**src/rtl/cpu_wb_pkg.sv**
```systemverilog
// ============================================================================
//  Module      : cpu_wb_pkg
//  Description : Shared constants, bridge FSM state encoding and a helper
//                that picks the first beat of a request.
//  Revision    : 1.0 - initial release
// ============================================================================
`default_nettype none

package cpu_wb_pkg;

    localparam int WB_AW  = 16;
    localparam int WB_DW  = 16;
    localparam int CPU_DW = 32;

    typedef enum logic [1:0] {
        ST_IDLE = 2'd0,
        ST_LO   = 2'd1,
        ST_HI   = 2'd2,
        ST_RESP = 2'd3
    } wb_state_e;

    // A request starts on the lowest enabled half; with no enables at all it
    // goes straight to the response without touching the bus.
    function automatic wb_state_e first_beat(input logic [3:0] be);
        if (be[1:0] != 2'b00) begin
            return ST_LO;
        end else if (be[3:2] != 2'b00) begin
            return ST_HI;
        end else begin
            return ST_RESP;
        end
    endfunction

endpackage

`default_nettype wire

```
**src/rtl/wb_timeout_cnt.sv**
```systemverilog
// ============================================================================
//  Module      : wb_timeout_cnt
//  Description : Per-beat acknowledge watchdog. Loaded with TIMEOUT on entry
//                to a beat, counts down while the beat is active and flags
//                expiry on the last permitted strobe cycle. Disabled when
//                TIMEOUT is 0.
//  Revision    : 1.0 - initial release
// ============================================================================
`default_nettype none

module wb_timeout_cnt #(
    parameter int TIMEOUT = 64
) (
    input  logic clk,
    input  logic rst,
    input  logic load_i,
    input  logic en_i,
    output logic expired_o
);

    generate
        if (TIMEOUT == 0) begin : g_off
            assign expired_o = 1'b0;
        end else begin : g_on
            localparam int CW = $clog2(TIMEOUT + 1);
            localparam logic [CW-1:0] C_LOAD = CW'(TIMEOUT);
            localparam logic [CW-1:0] C_LAST = CW'(1);

            logic [CW-1:0] cnt_q;
            logic [CW-1:0] cnt_d;

            // Reload on beat entry, otherwise count down while the beat is live.
            always_comb begin
                cnt_d = cnt_q;
                if (load_i) begin
                    cnt_d = C_LOAD;
                end else if (en_i && (cnt_q != '0)) begin
                    cnt_d = cnt_q - C_LAST;
                end
            end

            // Counter register.
            always_ff @(posedge clk or negedge rst) begin
                if (!rst) begin
                    cnt_q <= '0;
                end else begin
                    cnt_q <= cnt_d;
                end
            end

            // The value 1 marks the TIMEOUT-th strobe cycle of the beat.
            assign expired_o = en_i && (cnt_q == C_LAST);
        end
    endgenerate

endmodule

`default_nettype wire

```
**src/rtl/wb_master_bridge.sv**
```systemverilog
// ============================================================================
//  Module      : wb_master_bridge
//  Description : Turns one 32-bit core request into up to two 16-bit
//                Wishbone classic beats (low half then high half), gathers
//                read data and returns a single one-cycle response.
//  Revision    : 1.0 - initial release
// ============================================================================
`default_nettype none

module wb_master_bridge
    import cpu_wb_pkg::*;
#(
    parameter int TIMEOUT = 64
) (
    input  logic              clk,
    input  logic              rst,
    input  logic              req_valid,
    output logic              req_ready,
    input  logic              req_we,
    input  logic [WB_AW-1:0]  req_addr,
    input  logic [CPU_DW-1:0] req_wdata,
    input  logic [3:0]        req_be,
    output logic              rsp_valid,
    output logic [CPU_DW-1:0] rsp_rdata,
    output logic              rsp_err,
    output logic [WB_AW-1:0]  adr_out,
    output logic [WB_DW-1:0]  data_out,
    input  logic [WB_DW-1:0]  data_in,
    output logic              we,
    output logic [3:0]        sel_out,
    output logic              stb_out,
    output logic              cyc_out,
    input  logic              ack_in
);

    wb_state_e         state_q, state_d;
    logic [WB_AW-1:0]  addr_q, addr_d;
    logic [CPU_DW-1:0] wdata_q, wdata_d;
    logic [3:0]        be_q, be_d;
    logic              rwe_q, rwe_d;
    logic [CPU_DW-1:0] rdata_q, rdata_d;
    logic              err_q, err_d;

    // Bus outputs are registered so they appear the cycle after the
    // decision that produces them.
    logic [WB_AW-1:0]  adr_q, adr_d;
    logic [WB_DW-1:0]  dout_q, dout_d;
    logic [3:0]        sel_q, sel_d;
    logic              wbwe_q, wbwe_d;
    logic              cyc_q, cyc_d;
    logic              stb_q, stb_d;

    logic              in_beat;
    logic              beat_next;
    logic              cnt_load;
    logic              expired;

    assign in_beat   = (state_q == ST_LO) || (state_q == ST_HI);
    assign beat_next = (state_d == ST_LO) || (state_d == ST_HI);
    assign cnt_load  = beat_next && (state_d != state_q);

    wb_timeout_cnt #(
        .TIMEOUT   (TIMEOUT)
    ) u_timeout (
        .clk       (clk),
        .rst       (rst),
        .load_i    (cnt_load),
        .en_i      (in_beat),
        .expired_o (expired)
    );

    // Next-state, request latch, read-data gather and registered bus drive.
    always_comb begin
        state_d = state_q;
        addr_d  = addr_q;
        wdata_d = wdata_q;
        be_d    = be_q;
        rwe_d   = rwe_q;
        rdata_d = rdata_q;
        err_d   = err_q;

        case (state_q)
            ST_IDLE: begin
                if (req_valid) begin
                    addr_d  = {req_addr[WB_AW-1:1], 1'b0};
                    wdata_d = req_wdata;
                    be_d    = req_be;
                    rwe_d   = req_we;
                    rdata_d = '0;
                    err_d   = 1'b0;
                    state_d = first_beat(req_be);
                end
            end
            ST_LO: begin
                // An acknowledge on the expiry cycle still completes the beat.
                if (ack_in) begin
                    if (!rwe_q) begin
                        rdata_d[15:0] = data_in;
                    end
                    state_d = (be_q[3:2] != 2'b00) ? ST_HI : ST_RESP;
                end else if (expired) begin
                    rdata_d = '0;
                    err_d   = 1'b1;
                    state_d = ST_RESP;
                end
            end
            ST_HI: begin
                if (ack_in) begin
                    if (!rwe_q) begin
                        rdata_d[31:16] = data_in;
                    end
                    state_d = ST_RESP;
                end else if (expired) begin
                    rdata_d = '0;
                    err_d   = 1'b1;
                    state_d = ST_RESP;
                end
            end
            ST_RESP: begin
                state_d = ST_IDLE;
            end
            default: begin
                state_d = ST_IDLE;
            end
        endcase

        cyc_d  = beat_next;
        stb_d  = beat_next;
        adr_d  = '0;
        dout_d = '0;
        sel_d  = 4'b0000;
        wbwe_d = 1'b0;
        if (state_d == ST_LO) begin
            adr_d  = addr_d;
            dout_d = wdata_d[15:0];
            sel_d  = {2'b00, be_d[1:0]};
            wbwe_d = rwe_d;
        end else if (state_d == ST_HI) begin
            // The high half address wraps within the 16-bit space.
            adr_d  = addr_d + 16'd2;
            dout_d = wdata_d[31:16];
            sel_d  = {2'b00, be_d[3:2]};
            wbwe_d = rwe_d;
        end
    end

    // State, request and bus registers; reset abandons any bus cycle at once.
    always_ff @(posedge clk or negedge rst) begin
        if (!rst) begin
            state_q <= ST_IDLE;
            addr_q  <= '0;
            wdata_q <= '0;
            be_q    <= 4'b0000;
            rwe_q   <= 1'b0;
            rdata_q <= '0;
            err_q   <= 1'b0;
            adr_q   <= '0;
            dout_q  <= '0;
            sel_q   <= 4'b0000;
            wbwe_q  <= 1'b0;
            cyc_q   <= 1'b0;
            stb_q   <= 1'b0;
        end else begin
            state_q <= state_d;
            addr_q  <= addr_d;
            wdata_q <= wdata_d;
            be_q    <= be_d;
            rwe_q   <= rwe_d;
            rdata_q <= rdata_d;
            err_q   <= err_d;
            adr_q   <= adr_d;
            dout_q  <= dout_d;
            sel_q   <= sel_d;
            wbwe_q  <= wbwe_d;
            cyc_q   <= cyc_d;
            stb_q   <= stb_d;
        end
    end

    assign req_ready = (state_q == ST_IDLE);
    assign rsp_valid = (state_q == ST_RESP);
    assign rsp_rdata = rdata_q;
    assign rsp_err   = err_q;
    assign adr_out   = adr_q;
    assign data_out  = dout_q;
    assign sel_out   = sel_q;
    assign we        = wbwe_q;
    assign cyc_out   = cyc_q;
    assign stb_out   = stb_q;

endmodule

`default_nettype wire

```
**config.mk**
```make
export PLATFORM = sky130hd
export DESIGN_NAME = wb_master_bridge
export DESIGN_NICKNAME = d
export VERILOG_FILES = /design/src/rtl/cpu_wb_pkg.sv /design/src/rtl/wb_timeout_cnt.sv /design/src/rtl/wb_master_bridge.sv
export SDC_FILE = /design/constraint.sdc
export NUM_CORES = 1
export LEC_CHECK = 0
export ABC_CLOCK_PERIOD_IN_PS = 6410
export CAP_MARGIN = 40
export CORE_MARGIN = 4
export CORE_UTILIZATION = 51
export CTS_BUF_LIST = sky130_fd_sc_hd__clkbuf_8
export DETAILED_ROUTE_END_ITERATION = 10
export GPL_ROUTABILITY_DRIVEN = 1
export PLACE_DENSITY = 0.81
export SYNTH_ARGS = -nofsm -noshare
export SYNTH_HDL_FRONTEND = slang
export SYNTH_SLANG_ARGS = --single-unit
export TNS_END_PERCENT = 20
```
**constraint.sdc**
```tcl
create_clock -name clk -period 6.41 [get_ports clk]
set_input_delay 0.641 -clock clk [delete_from_list [all_inputs] [get_ports clk]]
set_output_delay 0.641 -clock clk [all_outputs]
set_load 0.02 [all_outputs]
```
==> results summary, run 1 <==
The flip-flop and latch count after synthesis came out at roughly 130. The first global-routing pass estimated ~27 mm of wire. The leakage power came out at ~3.7 nW. Yosys mapped a number of flops with a built-in enable equal to 0.

The total of max-cap violations came out at 0. The worst pin sits at a relative slew slack of 0.3731. The startpoint identified for the worst register-to-register timing path is state_q[0]. The worst setup path is captured at a flip-flop. The critical path starts at req_valid.

The post-layout net count is about 850. The buffer levels on the longest clock path is 2. The detail-routed via count per cell is roughly 5.7. The count of final max-slew check failures came out at 0. The die outline height came out at between 100 and 150 um. The worst-case IR drop observed on VDD is around 270 uV. The count of fill cells added during filler insertion is about 860. The maximum frequency from static timing analysis is roughly 250 MHz. The number of hold-repair buffers added at the cts stage is 0.

After synthesis, the mean cell area works out to just under 10 sq um. The number of optimization iterations in the first detailed-route pass came out at 5. The setup-violating endpoint count in the final report came out at 0.

The final routed DRC violation total is 0. The pin count of the biggest net entering global routing is 54. The antenna diode count is 0. The total via count in the routed design came out at 5236. The number of distinct library cell variants in the gate-level netlist after synthesis is 62. In the global route stage, overall resource usage came out at 0.2393.

In the finished design, the share of the clock period the worst path needs comes to 0.6215. The total clock buffers created by CTS came out at 17. The prevailing post-synth register cell is dfrtp_1. The initial core utilization came out at 0.5270.

The number of antenna violations at the first check in global routing came out at 0. The clock transition at the registers of the reported paths came out at about 0.080 ns. The fraction of final layout cells sized beyond drive strength 1 came out at 0.08505.

The final core utilization is 0.7011. The transition time at the pin with the least slew margin is between 0.9 and 1 ns. The count of cells resized by post-cts repair came out at 0. The via count of the first global-routing pass is roughly 5500. The setup clock skew after layout came out at 0.01191 ns. The CTS tree is built. The boundary pin count is between 100 and 150.

The die is 117.3 um wide. The final critical path time including I/O delays and setup is 3.984 ns. The final number of hold-violating endpoints is 0. The residual antenna-violating net count after detailed routing came out at 0. The arrival time at the worst endpoint is roughly 4.4 ns. The run finished with clean final reports. In this run the cell area of the synthesized design comes to 6095 sq um. The first routing iteration left ~380 violations.

After floorplanning, the core was sized to cover between 10000 and 15000 sq um. The biggest fanout along the worst timing path is 15. The half-perimeter wire length of the detailed placement result came out at 10.97 mm. Overall power consumption after layout is estimated at 4.058 mW. The tightest hold path in the finished design has a slack of around 0.11 ns.

Setup repair after global routing left no endpoint under its margin. The row count came out at 39. Port buffering added roughly 140 buffers.

Buffers added to address setup during post-CTS repair amount to 0. Counting every sink on the clock net gives about 130. CTS placed an instance of clkbuf_8 at the clock tree root. The count of H-tree levels built during CTS is 4.

The startpoint-to-endpoint class of the critical path is primary input to flip-flop. The die footprint came out at 13760 sq um. The critical path launch point type is a primary input.

The class of the worst hold path is primary input to async pin. The number of synthesis warnings came out at 0. The average wire length per cell after detail routing came out at between 15 and 20 um. The relative area change from synthesis to final layout came out at 33.03%. The ratio of total power to cell area came out at about 500 nW/um^2.

Data on the critical path is required at its endpoint by 6.79 ns. The clock latency reported for the late side of the worst-skew pair came out at 0.46 ns. Summed over all failing endpoints, the final setup total negative slack is 0 ns. The detailed-route wire length is 15.93 mm. In the synthesized netlist the async set-or-reset flop fraction comes to 1.000. The sequential cell area fraction in the yosys report is 0.5379. Counting every instance in the synthesized netlist gives around 630. The placer's final routability congestion estimate is roughly 0.9.

The remaining global-route overflow came out at 0.
-- cell usage in the layout (no fill, tap or decap), types with 4 or more instances in the layout --
| cell | netlist | routed |
|---|---|---|
| nand2b_1 | 16 | 16 |
| nand4_1 | 8 | 8 |
| ha_1 | 12 | 12 |
| o21ai_0 | 42 | 41 |
| clkinvlp_4 | 0 | 4 |
| clkdlybuf4s50_1 | 0 | 142 |
| xnor2_1 | 4 | 4 |
| nand2_1 | 162 | 162 |
| nor2_1 | 13 | 13 |
| a21oi_1 | 44 | 44 |
| bufinv_16 | 0 | 4 |
| clkbuf_8 | 1 | 17 |
| o31ai_1 | 4 | 4 |
| mux2i_1 | 4 | 4 |
| buf_4 | 4 | 10 |
| a22o_1 | 49 | 49 |
| and2_1 | 5 | 4 |
| nor3_1 | 16 | 15 |
| inv_1 | 14 | 15 |
| dfrtp_1 | 131 | 131 |
-- power breakdown --
part	leakage, nW	internal (mW)	switching [mW]	total, mW
sequential	1.71	1.12	0.135	1.26
clock	0.205	0.419	0.326	0.745
combinational	1.79	0.820	1.24	2.06
-- metal layers --
layer | vias up | wire length (um) | share of wire | track usage
met3 | 35 | 1310 | 0.082 | 0.07700
met2 | 210 | 7384 | 0.46 | 0.3656
met4 | 0 | 391 | 0.025 | 0.1063
met1 | 2540 | 6842 | 0.43 | 0.3143
li1 | 2451 | - | - | -
met5 | - | 0 | 0 | 0
-- per-stage QoR --
step           setup slack [ns]  cell area [sq um]  instances
6_report                  2.426               8108        919
3_5_place_dp              2.045               7684        888
4_1_cts                   2.486               8108        919
5_1_grt                   2.083               8108        919
3_3_place_gp              1.803               7580        881
2_1_floorplan             3.337               6098        627
-- layout make-up --
cell class,count,area [sq um],share of cell area
well taps,143,178.9,0.02207
flip-flops and latches,131,3278,0.4043
inverters,14,52.55,0.006481
clock inverters,14,190.2,0.02346
multi-input cells,442,2577,0.3179
repair buffers,158,1597,0.1969
clock buffers,17,234.0,0.02886
-- final timing paths --
kind	depth (start not counted)	slack [ns]	endpoint
min in group clk	2	0.48	wdata_q[12]
worst max register to register	12	2.55	adr_out[15]
worst max-delay path	11	2.43	adr_out[15]
worst min-delay path	1	0.11	rsp_rdata[7]
worst min register to register	2	0.48	wdata_q[12]
max in group asynchronous	3	5.18	rsp_rdata[21]
-- flip-flops by register name, indices dropped and copies added (netlist names) --
register,flops
addr_q,16
adr_out,16
be_q,4
data_out,16
rsp_err,1
rsp_rdata,32
rwe_q,1
sel_out,2
state_q,2
stb_out,1
u_timeout.g_on.cnt_q,7
wdata_q,32
we,1
-- worst max-delay path, stage by stage --
cell             delay, ns
clkdlybuf4s50_1       0.93
inv_1                 0.19
o41a_1                0.50
o21ai_0               0.17
and3_1                0.20
inv_1                 0.07
ha_1                  0.40
a221oi_4              0.43
nand3_1               0.28
or3_1                 0.41
a21oi_1               0.15
-- logic make-up (layout without fill, tap and decap cells) --
kind of cell / Yosys count / in the layout / synth area share
AOI/OAI and AO/OA: 161 / 161 / 0.1794
xor gates and xnor gates: 7 / 7 / 0.01006
adders and majority gates: 12 / 12 / 0.02463
buffers and inverters: 54 / 203 / 0.04126
DFF: 131 / 131 / 0.5379
muxes: 6 / 6 / 0.01026
other: 1 / 2 / 0.0006153
and+or+nand+nor: 254 / 254 / 0.1959
-- cells in the mapped netlist (all sizes together), types with 2 or more instances --
cell | n | share of area
o31a | 2 | 0.0029
nor4 | 2 | 0.0021
a22o | 49 | 0.070
or3b | 2 | 0.0029
or4 | 2 | 0.0025
nand2b | 16 | 0.016
o21a | 2 | 0.0025
o211ai | 3 | 0.0037
or4b | 2 | 0.0033
nor4b | 3 | 0.0053
buf | 11 | 0.012
and2 | 5 | 0.0051
xnor2 | 4 | 0.0057
nand4 | 9 | 0.010
o21ai | 42 | 0.034
nand3 | 5 | 0.0070
nor2b | 3 | 0.0031
a31oi | 3 | 0.0031
a21oi | 44 | 0.036
and3 | 5 | 0.0055
inv | 14 | 0.0086
nand2 | 162 | 0.10
xor2 | 3 | 0.0043
or3 | 3 | 0.0031
clkbuf | 28 | 0.019
o31ai | 4 | 0.0049
mux2 | 2 | 0.0037
ha | 12 | 0.025
nor3 | 16 | 0.013
nor2 | 13 | 0.0080
dfrtp | 131 | 0.54
a21bo | 2 | 0.0033
a221oi | 2 | 0.0057
mux2i | 4 | 0.0066
and4 | 2 | 0.0031
Power figures use the tool's default switching activity.
==> run 2: changes to the inputs <==
ABC_CLOCK_PERIOD_IN_PS = 3700   (was 6410)
clock period = 3.7 ns   (was 6.41 ns; I/O delays follow)
==> results summary, run 2 (synthesis results as in run 1) <==
Outcome: completed (unchanged). The clock transition at the registers of the reported paths came to 0.08 ns (about the same). The half-perimeter wire length of the detailed placement result came out at 10.94 mm (was 10.97 mm). The CTS tree is built (unchanged). The leakage power came out at 3.742 nW (was 3.707 nW). The total via count in the routed design came out at 5288 (was 5236). The die outline height came to 117.3 um (unchanged). The violation count after the first detailed-routing iteration came out at 583 (was 382). The worst max-slew margin expressed relative to the limit is 0.5303 (was 0.3731). The die footprint came out at 13760 sq um (unchanged). The setup total negative slack is 0 ns (unchanged). The sink count of the clock tree is 131 (unchanged). The setup clock skew after layout is 0.01013 ns (was 0.01191 ns). The wire length of the first global-routing pass came out at 26.69 mm (was 26.85 mm).

The final number of hold-violating endpoints came to 0 (unchanged). The detail-routed via count per cell came out at 5.692 (was 5.697). The number of antenna violations at the first check in global routing came out at 0 (unchanged). The count of H-tree levels built during CTS came out at 4 (unchanged). The area of the placeable core was 11560 sq um (unchanged).

The worst voltage drop across the vdd grid came to 461.4 uV (was 273.4 uV). The library cell used as clock root buffer is clkbuf_8 (unchanged). The worst hold path was traced through 3 stages.

The post-layout instance area was 8133 sq um (was 8108 sq um). The boundary pin count is 147 (unchanged). The setup-violating endpoint count in the final report came to 0 (unchanged). The remaining global-route overflow is 0 (unchanged).

The biggest fanout along the worst timing path came to 9 (was 15). The initial core utilization came out at 0.5270 (unchanged). The ratio of total power to cell area is 864.1 nW/um^2 (was 500.5 nW/um^2).

The total of max-cap violations was 0 (unchanged). The class of the worst hold path is primary input to flip-flop (was primary input to async pin). The endpoint required time on the critical path came to 4.08 ns (was 6.79 ns).

RSZ-0062 raised after global routing: false (unchanged). The post-layout net count is 858 (was 849). The antenna diode count came out at 0 (unchanged). The power consumption is 7.027 mW (was 4.058 mW).

The via count of the first global-routing pass came out at 5445 (was 5454). The count of fill cells added during filler insertion came out at 905 (was 859). The sequential cell area came out at 3278 sq um (unchanged). The post-CTS setup repair buffer count was 0 (unchanged).

The row count came out at 39 (unchanged). The global-route usage over all layers was 0.2354 (was 0.2393). The count of final max-slew check failures is 0 (unchanged).

The pin count of the biggest net entering global routing is 79 (was 54). The post-placement cell area is 7696 sq um (was 7684 sq um). The placer's final routability congestion estimate is 0.8693 (was 0.8912).

The residual antenna-violating net count after detailed routing is 0 (unchanged). The die outline width is 117.3 um (unchanged). The most frequent standard cell in the layout excluding fill and tap cells is nand2_1 (unchanged). The critical path launch point type was a flip-flop (was primary input). The final routed DRC violation total came out at 0 (unchanged). The fraction of final layout cells sized beyond drive strength 1 is 0.09542 (was 0.08505). The quantity of I/O buffers inserted on ports came to 143 (unchanged). The startpoint-to-endpoint class of the critical path is flip-flop to flip-flop (was primary input to flip-flop). The number of optimization iterations in the first detailed-route pass came out at 6 (was 5). The final critical path time including I/O delays and setup came out at approximately 3.4 ns.

The combined area of the multi-input logic cells came out at 2577 sq um (unchanged). The total clock buffers created by CTS is 17 (unchanged). The detailed-route wire length is 15.72 mm (was 15.93 mm). The number of cells traversed by the worst register-to-register path came out at 12 (unchanged). The transition time at the pin with the least slew margin is 0.7046 ns (was 0.9323 ns). The buffer levels on the longest clock path was 2 (unchanged).

Dividing the final minimum period by the clock period gives 0.9128. Derived from the worst setup path, the maximum achievable clock frequency is approximately 300 MHz. The clock latency reported for the late side of the worst-skew pair is 0.45 ns (was 0.46 ns). The arrival time at the worst endpoint is 3.75 ns (was 4.36 ns). The relative area change from synthesis to final layout is 33.44% (was 33.03%). The average wire length per cell after detail routing is 16.92 um (was 17.33 um).

The critical path endpoint category was a flip-flop (unchanged). Top library cells by usage in the layout, fill and taps aside: nand2_1, clkdlybuf4s50_1, dfrtp_1, a22o_1, a21oi_1 (unchanged).
## run 2: layout make-up
class,instances,share of cell area
multi-input cells,442,0.3169
inverters,14,0.006462
clock inverters,14,0.02200
repair buffers,167,0.1991
flip-flops and latches,131,0.4031
clock buffers,18,0.03046
well taps,143,0.02200
## run 2: what timing repair did
| action | 4_1_cts | 5_1_grt |
|---|---|---|
| hold buffers | 1 | 0 |
| endpoints found under the setup margin | 0 | 2 |
| hold endpoints to repair | 76 | 0 |
| resized for setup | 0 | 1 |
## run 2: where the power goes
part	switching (mW)	internal, mW	total (mW)
Sequential	0.230	1.94	2.17
Clock	0.590	0.693	1.28
Combinational	2.12	1.45	3.57
Total	2.94	4.08	7.03
## run 2: per-layer routing
metal / track usage / routed length (um)
met5: 0 / 0
met4: 0.09091 / 347
met3: 0.06833 / 1187
met2: 0.3667 / 7281
met1: 0.3131 / 6898
## run 2: worst max-delay path, stage by stage, from the launching register on
cell and delay [ns]:
dfrtp_1 0.45, inv_1 0.16, ha_1 0.34, nand4bb_1 0.18
nor2_1 0.35, o31ai_1 0.12, nand2_1 0.12, nand2_1 0.06
ha_1 0.25, a221oi_4 0.39, nand4_2 0.19, or4_1 0.53
a21oi_1 0.15
## run 2: final timing paths
path,to,slack [ns],from
setup / recovery,adr_out[14],0.32,state_q[0]
hold / removal,rwe_q,0.46,req_we
setup reg to reg,adr_out[14],0.32,state_q[0]
hold reg to reg,wdata_q[8],0.47,wdata_q[8]
max in group asynchronous,wdata_q[27],2.33,rst
min in group asynchronous,rsp_rdata[10],0.52,rst
## run 2: per-stage QoR
stage            util  setup WS [ns]  instances  hold WS, ns
3_3_place_gp   0.6645         0.3451        895       0.4421
3_5_place_dp   0.6655         0.2537        896       0.4547
6_report       0.7032         0.3225        929       0.4643
5_1_grt        0.7032       0.009205        929       0.4539
4_1_cts        0.7032         0.2489        929       0.4293
2_1_floorplan       -         0.6272        627      0.07441
==> run 3: changes to the inputs <==
CORE_MARGIN = 2   (was 4)
PLACE_DENSITY = 0.82   (was 0.81)
SYNTH_HIERARCHICAL = 1   (was unset)
==> results summary, run 3 <==
The final number of hold-violating endpoints is 6 (was 0). The pin count of the biggest net entering global routing came out at 73 (was 79). The fraction of registers with async set or reset after synthesis came out at 1.000 (unchanged). The launch point of the critical path is u_timeout/g_on.cnt_q[3] (was state_q[0]). The clock transition at the registers of the reported paths came out at 0.07 ns (was 0.08 ns). The buffer levels on the longest clock path came to 2 (unchanged).

The stage delay of the slowest cell on the critical path came to 0.59 ns (was 0.53 ns). The sink count of the clock tree came out at 131 (unchanged). The final routed DRC violation total came to 0 (unchanged). The netlist area before placement is 5853 sq um (was 6095 sq um). The average cell area after synthesis came out at 10.49 sq um (was 9.736 sq um). The half-perimeter wire length of the detailed placement result came out at 10.14 mm (was 10.94 mm).

The global-route usage over all layers is 0.2490 (was 0.2354). The startpoint-to-endpoint class of the critical path is flip-flop to flip-flop (unchanged). The via count of the first global-routing pass was 4960 (was 5445).

The sequential cell area fraction in the yosys report is 0.5601 (was 0.5379). The register-to-register setup slack came out at 0.43 ns (was 0.32 ns). The average wire length per cell after detail routing is 17.39 um (was 16.92 um). The post-layout net count came out at 784 (was 858).

The transition time at the pin with the least slew margin is 0.7849 ns (was 0.7046 ns). The wire length of the first global-routing pass is 24.68 mm (was 26.69 mm). Synth top area cells: dfrtp_1, a22o_1, nand2_1 (was dfrtp_1, nand2_1, a22o_1). The number of distinct library cell variants in the gate-level netlist after synthesis came to 58 (was 62).

The number of antenna violations at the first check in global routing is 0 (unchanged). Top library cells by usage in the layout, fill and taps aside: nand2_1, clkdlybuf4s50_1, dfrtp_1, a22o_1, clkbuf_8 (was nand2_1, clkdlybuf4s50_1, dfrtp_1, a22o_1, a21oi_1). The critical path endpoint category is a flip-flop (unchanged).

The final non-filler cell total is 856 (was 929). The destination of the critical timing path was u_timeout/g_on.cnt_q[0] (was adr_out[14]). The class of the worst hold path was primary input to async pin (was primary input to flip-flop). The violation count after the first detailed-routing iteration came out at 371 (was 583). The fraction of post-synthesis cell area in the top cell type by area is 0.5601 (was 0.5379). The library cell used as clock root buffer is clkbuf_8 (unchanged). The worst max-slew margin expressed relative to the limit is 0.4767 (was 0.5303). The initial core utilization came out at 0.5170 (was 0.5270). The number of synthesis warnings is 6 (was 0).

The startpoint of the worst-slack reg-to-reg timing path is u_timeout/g_on.cnt_q[3] (was state_q[0]). The residual antenna-violating net count after detailed routing is 0 (unchanged). The count of final max-slew check failures came out at 0 (unchanged). The area of the placeable core is 11320 sq um (was 11560 sq um). The detailed-route wire length is 14.89 mm (was 15.72 mm). The setup total negative slack came out at 0 ns (unchanged). The leakage power is 3.714 nW (was 3.742 nW). The die outline height is 111.1 um (was 117.3 um). The final critical path time including I/O delays and setup came out at 3.268 ns (was 3.377 ns). Outcome: finished with violations (was completed). The total of max-cap violations is 0 (unchanged).

The power consumption came out at 7.201 mW (was 7.027 mW). The quantity of I/O buffers inserted on ports came out at 143 (unchanged). The cell at the slowest stage of the critical path is a21oi_1 (was or4_1). The number of hold-repair buffers added at the cts stage is 0 (was 1).

Cell Chain, Critical Path: nor3_1 -> and4_1 -> o31ai_1 -> a22oi_1 -> inv_1 -> ha_1 -> a21oi_1 -> nor2_1 -> mux2_2 (was inv_1 -> ha_1 -> nand4bb_1 -> nor2_1 -> o31ai_1 -> nand2_1 -> nand2_1 -> ha_1 -> a221oi_4 -> nand4_2 -> or4_1 -> a21oi_1). The number of buffers and inverters on the critical path came to 1 (unchanged). The count of cells resized by post-cts repair is 0 (unchanged). The boundary pin count is 147 (unchanged).

The cell taking the most area after synthesis is dfrtp_1 (unchanged). The reg-to-reg critical path endpoint is u_timeout/g_on.cnt_q[0] (was adr_out[14]). The antenna diode count was 0 (unchanged). The number of optimization iterations in the first detailed-route pass is 5 (was 6). The worst hold margin was -0.01143 ns (was 0.4643 ns).

The relative area change from synthesis to final layout is 35.34% (was 33.44%). The flip-flop and latch count after synthesis came out at 131 (unchanged). The final reports fail on negative hold slack.

The clock latency reported for the late side of the worst-skew pair came out at 0.44 ns (was 0.45 ns). RSZ-0062 raised after global routing: false (unchanged). The most frequent standard cell in the layout excluding fill and tap cells is nand2_1 (unchanged). The row count came out at 39 (unchanged). The depth of the critical timing path with buffers and inverters included came out at 9 (was 12). The kind of cell adding the most delay to the critical path is compound AO/OA/AOI/OAI gates (was simple AND/OR/NAND/NOR gates). The arrival time at the worst endpoint is 3.60 ns (was 3.75 ns). The setup clock skew after layout came to 0.009154 ns (was 0.01013 ns).

The detail-routed via count per cell came to 5.645 (was 5.692). The biggest fanout along the worst timing path is 9 (unchanged). The critical path launch point type is a flip-flop (unchanged).

The ratio of total power to cell area is 909.1 nW/um^2 (was 864.1 nW/um^2). The remaining global-route overflow is 0 (unchanged). The cell count after placement is 825 (was 896).

The maximum frequency from static timing analysis came to 306.0 MHz (was 296.1 MHz). The endpoint required time on the critical path is 4.03 ns (was 4.08 ns). The number of flops mapped to enable cells by yosys is 0 (unchanged). The setup-violating endpoint count in the final report is 0 (unchanged). The CTS tree is built (unchanged). The fraction of final layout cells sized beyond drive strength 1 was 0.08836 (was 0.09542). The total clock buffers created by CTS is 17 (unchanged). The worst voltage drop across the vdd grid came to 481.3 uV (was 461.4 uV). The die footprint came out at 12350 sq um (was 13760 sq um). The post-CTS setup repair buffer count came out at 0 (unchanged). The count of H-tree levels built during CTS came out at 4 (unchanged). The die outline width was 111.1 um (was 117.3 um). The most used standard cell by instance count after synthesis is nand2_1 (unchanged).

Most numerous cell types in the synthesized netlist: nand2_1, dfrtp_1, a22o_1 (unchanged). The synthesized instance count is 558 (was 626). The total via count in the routed design is 4832 (was 5288). The ratio of final minimum period to clock period was 0.8833 (was 0.9128). The final core utilization is 0.6997 (was 0.7032). The placer's final routability congestion estimate is 0.8693 (unchanged). The prevailing post-synth register cell is dfrtp_1 (unchanged). The number of cells traversed by the worst register-to-register path is 9 (was 12).
-- run 3: cell types whose count changed after synthesis, sizes merged, moves of 4 or more --
cell    before  now
a21oi       44   19
a22o        49   76
clkbuf      28   23
inv         14   18
mux2         2    6
mux2i        4    8
nand2      162  145
nand2b      16    4
nor3        16    5
o21ai       42   18
-- run 3: metal layers --
layer  up-vias  global-route usage  wire length (um)
met5         -                   0                 0
met4         0             0.09136               312
met3        26             0.05796               747
met2       170              0.4070              7289
met1      2391              0.3278              6539
li1       2245                   -                 -
-- run 3: metrics by stage --
stage	setup slack, ns	instance area [sq um]
floorplan	0.6365	5857
global placement	0.6671	7381
detailed placement	0.5617	7407
CTS	0.4922	7921
global route	0.1311	7921
finish	0.4318	7921
-- run 3: cell type report --
type | instances | area, sq um
fill | 818 | 3400
sequential | 131 | 3278
multi-input combinational | 376 | 2332
timing repair buffer | 157 | 1550
clock buffer | 19 | 261.5
clock inverter | 12 | 252.7
tap | 143 | 178.9
inverter | 18 | 67.56
-- run 3: worst min path at each step --
stage,start,depth (start not counted),end
global placement,wdata_q[20],2,wdata_q[20]
detailed placement,wdata_q[8],2,wdata_q[8]
finish,rst,1,wdata_q[20]
floorplan,rst,0,addr_q[0]
global route,rst,1,wdata_q[20]
CTS,rst,1,wdata_q[20]
-- run 3: cell families (layout without fill, tap and decap cells) --
group / Yosys count / in the layout / synth area share
AND/OR/NAND/NOR: 207 / 207 / 0.1580
AO/OA/AOI/OAI: 137 / 137 / 0.1830
flip-flops: 131 / 131 / 0.5601
buffers and inverters: 52 / 206 / 0.04211
multiplexers: 14 / 14 / 0.02586
adder cells (fa/ha/maj): 10 / 10 / 0.02138
XOR/XNOR: 6 / 6 / 0.008978
other: 1 / 2 / 0.0006407
-- run 3: power by group --
| part | internal (mW) | switching (mW) | total [mW] | leakage (nW) |
|---|---|---|---|---|
| Sequential | 1.97 | 0.256 | 2.22 | 1.70 |
| Clock | 0.974 | 0.554 | 1.53 | 0.252 |
| Combinational | 1.39 | 2.06 | 3.45 | 1.76 |
